`config.mk`:
```
export PLATFORM = sky130hd
export DESIGN_NAME = usb_fs_tx_engine
export DESIGN_NICKNAME = d
export VERILOG_FILES = /design/src/rtl/usb_fs_tx_engine.sv
export SDC_FILE = /design/constraint.sdc
export NUM_CORES = 1
export LEC_CHECK = 0
export CELL_PAD_IN_SITES_DETAIL_PLACEMENT = 1
export CELL_PAD_IN_SITES_GLOBAL_PLACEMENT = 1
export CORE_AREA = 4 4 77 79
export CTS_BUF_LIST = sky130_fd_sc_hd__clkbuf_4
export DETAILED_ROUTE_END_ITERATION = 10
export DIE_AREA = 0 0 81 83
export HOLD_SLACK_MARGIN = 0.12
export PLACE_DENSITY = 0.9
export SKIP_CTS_REPAIR_TIMING = 1
export SYNTH_ARGS = -nofsm -noshare
export SYNTH_HDL_FRONTEND = slang
export SYNTH_SLANG_ARGS = --single-unit
```
`constraint.sdc`:
```
create_clock -name clk -period 4.06 [get_ports clk]
set_input_delay 0.812 -clock clk [delete_from_list [all_inputs] [get_ports clk]]
set_output_delay 0.812 -clock clk [all_outputs]
set_load 0.05 [all_outputs]
```
`src/rtl/usb_fs_tx_engine.sv`:
```
// USB full-speed transmit engine: SYNC, PID, optional DATA + CRC16, EOP, with NRZI and bit stuffing.
// Defining USB_FS_TX_BUSY_EN adds the tx_busy output.
module usb_fs_tx_engine (
    input  logic       clk,
    input  logic       reset_n,
    input  logic       tx_pkt_start,
    input  logic [3:0] tx_pid,
    input  logic       tx_data_avail,
    input  logic [7:0] tx_data,
    output logic       tx_data_get,
    output logic       tx_pkt_end,
`ifdef USB_FS_TX_BUSY_EN
    output logic       tx_busy,
`endif
    output logic       usb_p_tx,
    output logic       usb_n_tx,
    output logic       usb_tx_en
);

    typedef enum logic [2:0] {
        StIdle, StSync, StPid, StData, StCrcLo, StCrcHi, StEopSe0, StEopJ
    } state_e;

    state_e      st_q, st_d;
    logic [1:0]  div_q, div_d;
    logic [7:0]  byte_q, byte_d;
    logic [2:0]  idx_q, idx_d;
    logic [2:0]  ones_q, ones_d;
    logic [15:0] crc_q, crc_d;
    logic [3:0]  pid_q, pid_d;
    logic        line_q, line_d;
    logic        se0_q, se0_d;
    logic        en_q, en_d;
    logic        get_q, get_d;
    logic        end_q, end_d;

    logic tick, stuff, byte_end, in_byte, data_pid, adv;
    logic emit, nbit, crc_en, load, eop;
    logic [7:0] nxt;

    // State describes the bit currently on the line; ticks pick the following bit.
    assign tick     = (st_q != StIdle) && (div_q == 2'd3);
    assign stuff    = (ones_q == 3'd6);
    assign byte_end = (idx_q == 3'd7);
    assign in_byte  = (st_q == StSync) || (st_q == StPid) || (st_q == StData) ||
                      (st_q == StCrcLo) || (st_q == StCrcHi);
    assign data_pid = (pid_q[1:0] == 2'b11);
    assign adv      = tick && !stuff && byte_end;

    always_ff @(posedge clk) begin
        if (!reset_n) begin
            st_q <= StIdle;
        end else begin
            st_q <= st_d;
        end
    end

    always_comb begin
        st_d = st_q;
        unique case (st_q)
            StIdle:   if (tx_pkt_start) st_d = StSync;
            StSync:   if (adv) st_d = StPid;
            StPid:    if (adv) st_d = !data_pid ? StEopSe0 : (tx_data_avail ? StData : StCrcLo);
            StData:   if (adv) st_d = tx_data_avail ? StData : StCrcLo;
            StCrcLo:  if (adv) st_d = StCrcHi;
            StCrcHi:  if (adv) st_d = StEopSe0;
            StEopSe0: if (tick && idx_q[0]) st_d = StEopJ;
            StEopJ:   if (tick) st_d = StIdle;
        endcase
    end

    always_comb begin
        div_d  = (st_q == StIdle) ? 2'd0 : div_q + 2'd1;
        byte_d = byte_q;
        idx_d  = idx_q;
        ones_d = ones_q;
        crc_d  = crc_q;
        pid_d  = pid_q;
        line_d = line_q;
        se0_d  = se0_q;
        en_d   = en_q;
        get_d  = 1'b0;
        end_d  = 1'b0;
        emit   = 1'b0;
        nbit   = 1'b0;
        crc_en = 1'b0;
        load   = 1'b0;
        eop    = 1'b0;
        nxt    = 8'h00;
        if (st_q == StIdle) begin
            if (tx_pkt_start) begin
                en_d  = 1'b1;
                pid_d = tx_pid;
                crc_d = 16'hFFFF;
                load  = 1'b1;
                nxt   = 8'h80;
            end
        end else if (tick) begin
            if (stuff) begin
                emit = 1'b1;
            end else if (in_byte && !byte_end) begin
                byte_d = {1'b0, byte_q[7:1]};
                idx_d  = idx_q + 3'd1;
                nbit   = byte_q[1];
                emit   = 1'b1;
                crc_en = (st_q == StData);
            end else begin
                unique case (st_q)
                    StIdle: ;
                    StSync: begin
                        load = 1'b1;
                        nxt  = {~pid_q, pid_q};
                    end
                    StPid, StData: begin
                        if (st_q == StPid && !data_pid) begin
                            eop = 1'b1;
                        end else if (tx_data_avail) begin
                            load   = 1'b1;
                            nxt    = tx_data;
                            get_d  = 1'b1;
                            crc_en = 1'b1;
                        end else begin
                            load = 1'b1;
                            nxt  = ~crc_q[7:0];
                        end
                    end
                    StCrcLo: begin
                        load = 1'b1;
                        nxt  = ~crc_q[15:8];
                    end
                    StCrcHi: eop = 1'b1;
                    StEopSe0: begin
                        if (!idx_q[0]) begin
                            idx_d = 3'd1;
                        end else begin
                            se0_d  = 1'b0;
                            line_d = 1'b1;
                        end
                    end
                    StEopJ: begin
                        en_d   = 1'b0;
                        end_d  = 1'b1;
                        line_d = 1'b1;
                    end
                endcase
            end
        end
        if (load) begin
            byte_d = nxt;
            idx_d  = 3'd0;
            nbit   = nxt[0];
            emit   = 1'b1;
        end
        if (eop) begin
            se0_d  = 1'b1;
            idx_d  = 3'd0;
            ones_d = 3'd0;
        end
        // NRZI: a 0 toggles the line, a 1 holds it and extends the run of ones.
        if (emit) begin
            line_d = nbit ? line_q : ~line_q;
            ones_d = nbit ? ones_q + 3'd1 : 3'd0;
        end
        if (crc_en) begin
            crc_d = {1'b0, crc_q[15:1]} ^ ((crc_q[0] ^ nbit) ? 16'hA001 : 16'h0000);
        end
    end

    always_ff @(posedge clk) begin
        if (!reset_n) begin
            div_q  <= 2'd0;
            byte_q <= 8'h00;
            idx_q  <= 3'd0;
            ones_q <= 3'd0;
            crc_q  <= 16'hFFFF;
            pid_q  <= 4'h0;
            line_q <= 1'b1;
            se0_q  <= 1'b0;
            en_q   <= 1'b0;
            get_q  <= 1'b0;
            end_q  <= 1'b0;
        end else begin
            div_q  <= div_d;
            byte_q <= byte_d;
            idx_q  <= idx_d;
            ones_q <= ones_d;
            crc_q  <= crc_d;
            pid_q  <= pid_d;
            line_q <= line_d;
            se0_q  <= se0_d;
            en_q   <= en_d;
            get_q  <= get_d;
            end_q  <= end_d;
        end
    end

    assign usb_p_tx    = line_q & ~se0_q;
    assign usb_n_tx    = ~line_q & ~se0_q;
    assign usb_tx_en   = en_q;
    assign tx_data_get = get_q;
    assign tx_pkt_end  = end_q;
`ifdef USB_FS_TX_BUSY_EN
    assign tx_busy     = en_q | end_q;
`endif

endmodule
```
==> results.toml <==
[sta]
fin_tns_setup_ps = 0
skew_ps = 8.487
min_period_over_period_pct = 70.80
setup_viol = 0
fmax_mhz = 347.9
whs_ps = 451.0
hold_viol_final = 0
worst_slew_pin_slew_ps = 815.3
rsz0062_at_grt = "no"
period_needed_ps = 2875
relSlewSlack_pct = 45.65
slew_violations = 0

[clocking]
cts_root_buf = "clkbuf_4"
cts_buffer_depth = 2
cts_made_buffers = 5
cts.sinks = 43
cts_tree = "built"
htreeDepth = 2
path_clk_slew_ps = 130
clock_latency_ps = 360

[critical_path]
worst_path_max_delay_cell = "dfxtp_1"
end_kind = "flop"
cpMostUsedCell = "ha_1"
rr_startpoint = "idx_q[0]"
worst_path_dominant_cell_family = "simple AND/OR/NAND/NOR gates"
worst-path-buf-inv = 0
worstReg2RegEnd = "crc_q[0]"
cpPeakStageDelay_ps = 510
crit_path_cell_trace = "ha_1 -> ha_1 -> nor2b_1 -> a31oi_1 -> or3_1 -> a211oi_1 -> or4_1 -> a21o_1"
cp.arrival_ps = 3150
r2r_cells = 8
worstPathMaxFanout = 16
rrSetupSlack_ps = 1190
critical_path_class = "reg -> reg"
required_ps = 4340
cp-start-kind = "flop"

[worst_hold_path]
hold_end = "div_q[0]"
worstHoldStart = "div_q[0]"
hold_path_class = "reg -> reg"
hold_depth = 1

[layout]
n_fill_cell = 686
fin_nets = 337
diodes = 0
syn_to_final_growth_pct = 11.13
seqCellArea_um2 = 860.8
layout-drive-gt1-share_pct = 8.833
fin_cells = 389
post-route-util_pct = 50.54
final_common_cell = "dfxtp_1"
layout_common_cells = "dfxtp_1 (43), nor2_1 (39), o21ai_0 (25)"
multi_input_area_um2 = 1434

[yosys]
ys_ff_latch = 43
synthTopCellsByArea = "dfxtp_1 (35%), nor2_1 (6.0%), o21ai_0 (5.2%)"
synth_top_area_cell = "dfxtp_1"
synth_cell_types = 59
synth_edf_count = 0
yosysSeqAreaShare_pct = 35.46
synth_top_area_share_pct = 35.46
netlist_instances = 307
synthFlopType = "dfxtp_1"
postSynth.asyncResetShare_pct = 0
syn_avg_cell_area_um2 = 7.907
synth_warnings = 0
synth_area_um2 = 2427
synth_nets = 328

[drt]
drtIter0Drc = 160
wl_per_cell_um = 18.02
firstDrtPassIters = 4
viasPerCell = 6.157
antenna_left = 0
vias = 2395
wl_mm = 7.008
route.detailed.drc = 0

[run]
cap_violations = 0

[power]
p_leak_nw = 0.9484
powerDensity_nw_per_um2 = 398.8
peakVddDrop_v = 0.0001699

[grt]
grt_pass1_wl_mm = 11.90
gr-total-overflow = 0
grt_max_degree = 29
antenna_found_initial = 0
grt_pass1_vias = 2392
track_usage_pct = 22.32

[floorplanning]
rows = 27
die_x_um = 81
die-area_um2 = 6723
core_area_um2 = 5338
die_y_um = 83
io_pins = 21
start_util_pct = 45.48

[placed_design]
place_congestion = 0.8302
dp.cells = 381
portBuffers = 20
dpl.hpwl_mm = 4.994

[outcome]
outcome = "finished, final reports clean"
## flip-flops by register name, summed over array words and instances (netlist names)
signal and count:
crc_q 16, idx_q 3, ones_q 3, se0_q 1, st_q 3, tx_pkt_end 1, byte_q 7, line_q 1
usb_tx_en 1, div_q 2, tx_data_get 1, pid_q 4
## worst max path at each step
stage	from	depth (start not counted)	slack, ps	to
after floorplan	tx_data_avail	6	1680	crc_q[0]
after global placement	tx_data_avail	7	1090	crc_q[0]
after detailed placement	tx_data_avail	7	970	crc_q[0]
after CTS	idx_q[0]	8	1160	crc_q[0]
after global routing	idx_q[0]	8	940	crc_q[0]
final	idx_q[0]	8	1190	crc_q[0]
## cell families after synthesis
| kind of cell | share of synthesized area [%] |
|---|---|
| and+or+nand+nor | 26.08 |
| AOI/OAI and AO/OA | 29.59 |
| DFF | 35.46 |
| buffers and inverters | 5.463 |
| adders and majority gates | 2.577 |
| muxes | 0.8248 |
## cell usage after synthesis (2+ instances only)
cell type / instances
a211oi_1: 4
a21o_1: 4
a21oi_1: 22
a22oi_1: 6
a31oi_1: 5
a32oi_1: 2
and2_1: 2
buf_4: 2
buf_6: 2
clkbuf_1: 17
dfxtp_1: 43
ha_1: 5
inv_1: 6
mux2i_1: 2
nand2_1: 22
nand2b_1: 8
nand3_1: 7
nand4_1: 2
nor2_1: 39
nor2b_1: 3
nor3_1: 19
nor3_4: 2
o2111ai_1: 2
o21ai_0: 25
o21ai_1: 7
o221a_2: 3
o22ai_1: 9
o311a_2: 4
or3_1: 2
or4_1: 2
## final cells by class
cell class	count	share of cell area, %
multi-input cells	235	53.15
flip-flops and latches	43	31.91
repair buffers	25	8.813
well taps	72	3.340
clock buffers	6	1.670
inverters	6	0.8349
clock inverters	2	0.2783
## power breakdown
group	internal [W]	switching (W)	total (W)
sequential	0.000452	0.0000564	0.000509
clock	0.0000711	0.000142	0.000213
combinational	0.000129	0.000224	0.000354
total	0.000653	0.000423	0.00108
## through the flow
step                      power [W]  setup slack [ps]  instance area (um2)
after floorplan           0.0007666              1682                 2427
after global placement    0.0008509              1091                 2645
after detailed placement  0.0008692             972.4                 2645
after CTS                  0.001080              1165                 2698
after global routing       0.001147             943.4                 2698
final                      0.001076              1185                 2698
## routing by layer
layer | global-route usage [%] | vias up | part of all wire (%)
li1 | - | 1157 | -
met1 | 28.51 | 1174 | 44
met2 | 37.12 | 52 | 50
met3 | 4.555 | 12 | 4.2
met4 | 6.912 | 0 | 1.7
met5 | 0 | - | 0
(Power assumes the default switching activity.)
